--- config.mk ---
export PLATFORM = sky130hd
export DESIGN_NAME = fifo_param
export DESIGN_NICKNAME = d
export VERILOG_FILES = /design/src/rtl/fifo_param.sv
export SDC_FILE = /design/constraint.sdc
export NUM_CORES = 1
export LEC_CHECK = 0
export BUFFER_PORTS_ARGS = -buffer_cell sky130_fd_sc_hd__buf_2
export CORE_MARGIN = 2
export CORE_UTILIZATION = 45
export CTS_BUF_LIST = sky130_fd_sc_hd__clkbuf_2 sky130_fd_sc_hd__clkbuf_4 sky130_fd_sc_hd__clkbuf_8
export DETAILED_ROUTE_END_ITERATION = 12
export PLACE_DENSITY = 0.65
export SYNTH_ARGS = -nofsm -noshare
export SYNTH_HDL_FRONTEND = slang
export SYNTH_SLANG_ARGS = --single-unit
--- constraint.sdc ---
create_clock -name clk -period 2.5 [get_ports clk]
set_input_delay 0 -clock clk [delete_from_list [all_inputs] [get_ports clk]]
set_output_delay 0 -clock clk [all_outputs]
set_load 0.02 [all_outputs]
--- src/rtl/fifo_param.sv ---
// fifo_param: parametrised synchronous FIFO with almost-full/empty thresholds and overflow/underflow pulses; FIFO_PARAM_FWFT_EN selects a first-word-fall-through read port.
// Latency: a write is visible from its own edge, standard read data is registered one cycle; a full FIFO rejects writes unless a read is accepted the same cycle.
module fifo_param #(
    parameter int WIDTH      = 8,
    parameter int DEPTH_LOG2 = 3,
    parameter int AF_THRESH  = 6,
    parameter int AE_THRESH  = 2
) (
    input  logic                  clk,
    input  logic                  rst,
    input  logic [WIDTH-1:0]      data_in,
    input  logic                  wr_in,
    input  logic                  rd_in,
    output logic [WIDTH-1:0]      data_out,
    output logic                  empty,
    output logic                  full,
    output logic                  almost_empty,
    output logic                  almost_full,
    output logic [DEPTH_LOG2:0]   fifo_cnt,
    output logic                  overflow,
    output logic                  underflow
);

    localparam int DEPTH = 1 << DEPTH_LOG2;
    localparam int PTR_W = DEPTH_LOG2;
    localparam int CNT_W = DEPTH_LOG2 + 1;
    localparam logic [CNT_W-1:0] CNT_FULL = CNT_W'(DEPTH);
    localparam logic [CNT_W-1:0] AF_C     = CNT_W'(AF_THRESH);
    localparam logic [CNT_W-1:0] AE_C     = CNT_W'(AE_THRESH);

    logic [WIDTH-1:0] mem_q [DEPTH];

    logic [PTR_W-1:0] wr_ptr_q, wr_ptr_d;
    logic [PTR_W-1:0] rd_ptr_q, rd_ptr_d;
    logic [CNT_W-1:0] cnt_q, cnt_d;
    logic             empty_q, empty_d;
    logic             full_q, full_d;
    logic             ae_q, ae_d;
    logic             af_q, af_d;
    logic             ovf_q, ovf_d;
    logic             udf_q, udf_d;
    logic             wr_acc;
    logic             rd_acc;

    // A read on empty is refused even if a write lands the same cycle; a write
    // on full goes through only when the head is being popped alongside it.
    always_comb begin
        rd_acc   = rd_in && !empty_q;
        wr_acc   = wr_in && (!full_q || rd_acc);
        wr_ptr_d = wr_ptr_q;
        rd_ptr_d = rd_ptr_q;
        cnt_d    = cnt_q;
        if (wr_acc) begin
            wr_ptr_d = wr_ptr_q + PTR_W'(1);
        end
        if (rd_acc) begin
            rd_ptr_d = rd_ptr_q + PTR_W'(1);
        end
        case ({wr_acc, rd_acc})
            2'b10:   cnt_d = cnt_q + CNT_W'(1);
            2'b01:   cnt_d = cnt_q - CNT_W'(1);
            default: cnt_d = cnt_q;
        endcase
        empty_d = (cnt_d == '0);
        full_d  = (cnt_d == CNT_FULL);
        ae_d    = (cnt_d <= AE_C);
        af_d    = (cnt_d >= AF_C);
        ovf_d   = wr_in && !wr_acc;
        udf_d   = rd_in && !rd_acc;
    end

    always_ff @(posedge clk or negedge rst) begin
        if (!rst) begin
            wr_ptr_q <= '0;
            rd_ptr_q <= '0;
            cnt_q    <= '0;
            empty_q  <= 1'b1;
            full_q   <= 1'b0;
            ae_q     <= 1'b1;
            af_q     <= 1'b0;
            ovf_q    <= 1'b0;
            udf_q    <= 1'b0;
        end else begin
            wr_ptr_q <= wr_ptr_d;
            rd_ptr_q <= rd_ptr_d;
            cnt_q    <= cnt_d;
            empty_q  <= empty_d;
            full_q   <= full_d;
            ae_q     <= ae_d;
            af_q     <= af_d;
            ovf_q    <= ovf_d;
            udf_q    <= udf_d;
        end
    end

    // Storage carries no reset; only the pointers define what is valid.
    always_ff @(posedge clk) begin
        if (wr_acc) begin
            mem_q[wr_ptr_q] <= data_in;
        end
    end

`ifdef FIFO_PARAM_FWFT_EN
    assign data_out = empty_q ? '0 : mem_q[rd_ptr_q];
`else
    logic [WIDTH-1:0] dout_q;

    // On a full read+write the old head is captured before the same slot is overwritten.
    always_ff @(posedge clk or negedge rst) begin
        if (!rst) begin
            dout_q <= '0;
        end else if (rd_acc) begin
            dout_q <= mem_q[rd_ptr_q];
        end
    end

    assign data_out = dout_q;
`endif

    assign fifo_cnt     = cnt_q;
    assign empty        = empty_q;
    assign full         = full_q;
    assign almost_empty = ae_q;
    assign almost_full  = af_q;
    assign overflow     = ovf_q;
    assign underflow    = udf_q;

endmodule

==> flow_summary.ini, run 1 <==
[worst_setup_path]
critPathMaxFanout = 4
end_kind = flop
critPathKind = flop to flop
crit_arrival_ns = 2.59
slowest_delay_ns = 0.38
r2r_cells = 11
r2r_start = empty$_DFF_PN1_
cp-start-kind = flop
worstPathRequired_ns = 2.74
r2r_end = almost_full$_DFF_PN0_
worstPathCellList = nand2b_4, a21boi_2, inv_2, ha_4, xor2_1, ha_2, a21oi_2, mux2i_1, xor2_1, inv_2, a211o_1
slowest_stage = dfstp_2
ff2ff_setup_slack_ns = 0.15

[route]
firstDrtPassIters = 4
vias_per_cell = 5.07
antenna_left = 0
vias = 1869
drtIter0Drc = 64
routedWlPerCell_microns = 16.7
route.detailed.drc = 0
drt-total-wl_microns = 6150

[floorplanning]
fp-row-count = 32
start_util = 0.462
die_width_microns = 93.1
ios = 30
core_area_sq_um = 7730
die_h_microns = 93.1
die_area_sq_um = 8660

[sta]
min_period_ns = 2.35
finalCritPeriodShare = 0.939
final-max-slew-violation-count = 0
clock_skew_ns = 0.00872
max_freq_ghz = 0.426
finalHoldViolCount = 0
timing.slew.headroom = 0.588
worstMarginPinSlew_ns = 0.618
setup_viol = 0

[logic_synthesis]
syn_nets = 218
syn_area_per_cell_sq_um = 17.8
syn_area_sq_um = 3570
syn_inst = 201
ys_types = 39
synth_warnings = 0
yosysSeqAreaShare = 0.707
synth-seq-cells = 88

[power_and_ir_drop]
power_mw = 4.88
irDropWorstVdd_mv = 0.397
leakage_nw = 1.61
p_per_area_nw_per_um2 = 1140

[cells_and_area]
final_cell_mix = edfxtp_1 (64), buf_2 (29), dfrtp_1 (22), buf_4 (20), nand2_1 (17)
final_nets = 279
diodes = 0
area_growth_pct = 19.7
layout_commonest_cell = edfxtp_1
multi_input_area_sq_um = 1000
stdcell_area_sq_um = 4270
drive_gt1_frac = 0.378
utilization = 0.553
final.fill_count = 600
seq_area_sq_um = 2520

[run_status]
status = complete, no violations

[clock_tree]
cts-htree-levels = 3
clkTransAtPathRegs_ns = 0.09
cts_tree = done
clk_root_buffer_cell = clkbuf_8
cts_made_buffers = 9
clock_path_buffers = 2
cts_sinks = 88
clock_latency_ns = 0.35

[hold_path]
hold_class = input pin to async pin

[grt]
antenna_found_initial = 0
grt_overflow = 0
grt_pass1_wl_microns = 9700
grt_use_total = 0.157
grt_pass1_vias = 1876
grt_start_max_net_pins = 25

[place]
dpl_cell_area_sq_um = 3920
gp_congestion = 0.803
io_buffers = 29
dp_hpwl_microns = 3950

[flow_run]
cap_violations = 0
## worst max-delay path, delay by kind of cell (launching register included)
| family | cells | cell delay [ns] |
|---|---|---|
| AOI/OAI and AO/OA | 3 | 0.56 |
| xor gates and xnor gates | 2 | 0.39 |
| DFF | 1 | 0.38 |
| adders and majority gates | 2 | 0.35 |
| muxes | 1 | 0.25 |
| buffers and inverters | 2 | 0.16 |
| and+or+nand+nor | 1 | 0.15 |
## cell type report
class                      count  area share
multi-input combinational     99       0.234
inverter                       4     0.00351
clock buffer                  10      0.0307
clock inverter                 6      0.0158
tap                          102      0.0299
sequential                    88       0.591
timing repair buffer          60      0.0948
## cell usage after synthesis
cell type	n	area, sq um
buf_2	2	10.0
xor2_1	3	26.3
o221a_2	1	11.3
nand3b_1	1	7.51
inv_2	1	3.75
a21boi_0	1	7.51
nand3_1	1	5.00
o21ai_0	9	45.0
nand2b_4	1	13.8
nor3b_1	2	15.0
mux2i_1	9	90.1
o21a_2	1	8.76
a21oi_2	1	8.76
and2_1	1	6.26
mux4_2	16	360
a2111oi_4	1	27.5
a21boi_1	1	7.51
buf_4	1	7.51
nand2_1	17	63.8
a211o_1	1	8.76
nor2_1	5	18.8
nor2b_4	1	13.8
nor3_1	4	20.0
edfxtp_1	64	1920
nand2b_1	4	25.0
xnor2_1	4	35.0
buf_6	4	45.0
clkbuf_1	3	11.3
dfstp_2	2	52.6
mux2_2	1	11.3
dfrtp_1	22	551
nor4_1	3	18.8
inv_1	3	11.3
nor3_2	1	10.0
nand4b_1	1	8.76
ha_1	5	62.6
or2b_1	1	7.51
and3_1	1	6.26
or2_1	1	6.26
## repair_timing
action	CTS	global route
buffers inserted	0	1
hold buffers	11	0
endpoints found under the setup margin	0	4
hold endpoints to repair	89	0
gates resized for setup	0	9
## registers in the layout (all words and copies together) (netlist names)
| signal | cells |
|---|---|
| mem_q | 64 |
| data_out | 8 |
| fifo_cnt | 4 |
| rd_ptr_q | 3 |
| wr_ptr_q | 3 |
| almost_empty | 1 |
| almost_full | 1 |
| empty | 1 |
| full | 1 |
| overflow | 1 |
| underflow | 1 |
## report_power, final
group	total [mW]	internal, mW	switching, mW
Combinational	1.73	0.818	0.912
Clock	0.985	0.478	0.506
Sequential	2.17	1.93	0.236
Total	4.88	3.23	1.65
## how the worst max path moves through the flow
stage | start | to | slack, ns | cells after the start
2_1_floorplan | empty$_DFF_PN1_ | almost_full$_DFF_PN0_ | 0.004 | 11
3_3_place_gp | empty$_DFF_PN1_ | empty$_DFF_PN1_ | 0.10 | 10
3_5_place_dp | empty$_DFF_PN1_ | empty$_DFF_PN1_ | 0.05 | 10
4_1_cts | empty$_DFF_PN1_ | empty$_DFF_PN1_ | 0.02 | 11
5_1_grt | empty$_DFF_PN1_ | almost_full$_DFF_PN0_ | -0.03 | 11
6_report | empty$_DFF_PN1_ | almost_full$_DFF_PN0_ | 0.15 | 11
## per-stage QoR
stage                     setup slack (ns)  instances  hold WS [ns]  TNS (ns)
after CTS                           0.0190        368         0.173         0
final                                0.153        369         0.161         0
after floorplan                    0.00410        201        -0.296         0
after global routing               -0.0304        369         0.216   -0.0422
after global placement               0.101        341        0.0257         0
after detailed placement            0.0506        341        0.0274         0
## kinds of logic (layout without fill, tap and decap cells)
| group | Yosys count | after routing | synth area share |
|---|---|---|---|
| flip-flops | 88 | 88 | 0.707 |
| AND/OR/NAND/NOR | 45 | 45 | 0.0690 |
| multiplexers | 26 | 26 | 0.129 |
| AO/OA/AOI/OAI | 16 | 16 | 0.0350 |
| buffers and inverters | 14 | 80 | 0.0249 |
| XOR/XNOR | 7 | 7 | 0.0172 |
| adder cells (fa/ha/maj) | 5 | 5 | 0.0175 |
## metal layers
| metal | vias to the layer above | track usage | wire length, microns |
|---|---|---|---|
| met5 | - | 0 | 0 |
| met4 | 0 | 0.0625 | 99 |
| met3 | 7 | 0.0411 | 199 |
| met2 | 30 | 0.255 | 3070 |
| met1 | 942 | 0.205 | 2780 |
| li1 | 890 | - | - |
(Power assumes the default switching activity.)
==> inputs of run 2 (changes only) <==
--- a/config.mk
+++ b/config.mk
@@ -11,6 +11,7 @@
 export CTS_BUF_LIST = sky130_fd_sc_hd__clkbuf_2 sky130_fd_sc_hd__clkbuf_4 sky130_fd_sc_hd__clkbuf_8
 export DETAILED_ROUTE_END_ITERATION = 12
 export PLACE_DENSITY = 0.65
+export REMOVE_ABC_BUFFERS = 1
 export SYNTH_ARGS = -nofsm -noshare
 export SYNTH_HDL_FRONTEND = slang
 export SYNTH_SLANG_ARGS = --single-unit
==> run 2 against run 1 <==
Routed wire length grew 2.7%. Global-route usage is 0.78 points higher. Flip-flop and latch count stayed put. Critical endpoint unchanged. Cell area down 0.29%. Non-clock buffer count down 1. Clock power decreased by 6.1%.
==> flow_summary.ini, run 2 (same netlist as run 1, synthesis figures left out) <==
[run_status]
status = complete, no violations

[floorplanning]
start_util = 0.462
fp-row-count = 32
core_area_sq_um = 7730
die_area_sq_um = 8660
die_h_microns = 93.1
ios = 30
die_width_microns = 93.1

[cells_and_area]
stdcell_area_sq_um = 4260
diodes = 0
final_cell_mix = edfxtp_1 (64), buf_2 (29), dfrtp_1 (22), buf_4 (19), nand2_1 (17)
area_growth_pct = 19.3
drive_gt1_frac = 0.376
largest_reg_flops = 64
stdcell_count = 368
layout_commonest_cell = edfxtp_1
final_nets = 278
regMostFlops = mem_q

[worst_setup_path]
crit_arrival_ns = 2.65
critPathMaxFanout = 4
r2r_cells = 11
end_kind = flop
worstPathCellList = nand2b_4, a21boi_4, inv_2, ha_2, xor2_1, ha_2, a21oi_2, mux2i_1, xor2_1, inv_2, a211o_1
r2r_start = empty$_DFF_PN1_
slowest_delay_ns = 0.38
worstPathRequired_ns = 2.75
cp-start-kind = flop
ff2ff_setup_slack_ns = 0.10
critPathKind = flop to flop
slowest_stage = dfstp_2
r2r_end = almost_full$_DFF_PN0_

[clock_tree]
cts-htree-levels = 3
cts_made_buffers = 9
cts_tree = done
clk_root_buffer_cell = clkbuf_8
clkTransAtPathRegs_ns = 0.09
cts_sinks = 88
clock_path_buffers = 2
clock_latency_ns = 0.36

[route]
vias_per_cell = 5.15
drt-total-wl_microns = 6320
drtIter0Drc = 155
vias = 1895
firstDrtPassIters = 4
route.detailed.drc = 0
routedWlPerCell_microns = 17.2
antenna_left = 0

[sta]
finalCritPeriodShare = 0.960
worstMarginPinSlew_ns = 0.767
tns_ns = 0
clock_skew_ns = 0.00908
setup_viol = 0
min_period_ns = 2.40
max_freq_ghz = 0.417
finalHoldViolCount = 0
timing.slew.headroom = 0.488
final-max-slew-violation-count = 0

[power_and_ir_drop]
power_mw = 4.87
leakage_nw = 1.60
irDropWorstVdd_mv = 0.531
p_per_area_nw_per_um2 = 1140

[grt]
grt_overflow = 0
grt_use_total = 0.165
grt_pass1_vias = 1889
grt_start_max_net_pins = 25
grt_pass1_wl_microns = 10200
antenna_found_initial = 0

[place]
gp_congestion = 0.805
io_buffers = 29
dp_hpwl_microns = 3950
dpl_cell_area_sq_um = 3900
dp.cells = 339

[flow_run]
cap_violations = 0

[hold_path]
hold_class = input pin to async pin
## run 2: cell types whose count changed in the layout (fill, tap and decap cells not counted), sizes merged
cell and delta:
buf -1, bufinv -1, clkbuf -1, clkinv +1
inv +1
## run 2: metrics by stage
| step | hold WS (ns) | util | worst slack, ns |
|---|---|---|---|
| 2_1_floorplan | -0.296 | - | -0.411 |
| 3_3_place_gp | 0.0310 | 0.505 | 0.0895 |
| 3_5_place_dp | 0.0354 | 0.505 | -0.0709 |
| 4_1_cts | 0.169 | 0.546 | 0.0372 |
| 5_1_grt | 0.197 | 0.551 | -0.00572 |
| 6_report | 0.154 | 0.551 | 0.101 |
## run 2: worst max path at each step
stage | start | end | slack, ns | cells after the start
2_1_floorplan | empty$_DFF_PN1_ | almost_full$_DFF_PN0_ | -0.41 | 11
3_3_place_gp | empty$_DFF_PN1_ | empty$_DFF_PN1_ | 0.09 | 11
3_5_place_dp | empty$_DFF_PN1_ | empty$_DFF_PN1_ | -0.07 | 11
4_1_cts | empty$_DFF_PN1_ | empty$_DFF_PN1_ | 0.04 | 11
5_1_grt | empty$_DFF_PN1_ | almost_full$_DFF_PN0_ | -0.006 | 11
6_report | empty$_DFF_PN1_ | almost_full$_DFF_PN0_ | 0.10 | 11
## run 2: worst max-delay path, delay by kind of cell, from the launching register on
| kind | cells | cell delay [ns] |
|---|---|---|
| muxes | 1 | 0.26 |
| DFF | 1 | 0.38 |
| AOI/OAI and AO/OA | 3 | 0.53 |
| xor gates and xnor gates | 2 | 0.42 |
| and+or+nand+nor | 1 | 0.16 |
| buffers and inverters | 2 | 0.16 |
| adders and majority gates | 2 | 0.38 |
## run 2: repair_timing
item / CTS / global route
buffers inserted: 0 / 2
endpoints found under the hold margin: 88 / 0
setup endpoints to repair: 3 / 3
pin swaps: 0 / 3
hold buffers: 11 / 0
gates resized for setup: 3 / 7
## run 2: power breakdown
group	switching [mW]	leakage [nW]	internal (mW)
logic	0.881	0.643	0.824
clock network	0.544	0.0899	0.381
registers	0.305	0.871	1.93
total	1.73	1.60	3.14
## run 2: metal layers
layer	routed length [microns]	track usage
met5	0	0
met3	237	0.0411
met2	3020	0.252
met1	2950	0.230
met4	109	0.0662
## run 2: layout make-up
type | count | area, sq um
flip-flops and latches | 88 | 2520
inverters | 4 | 15.0
well taps | 102 | 128
repair buffers | 59 | 398
multi-input cells | 99 | 1010
clock inverters | 7 | 63.8
fillers | 618 | 3470
clock buffers | 9 | 124
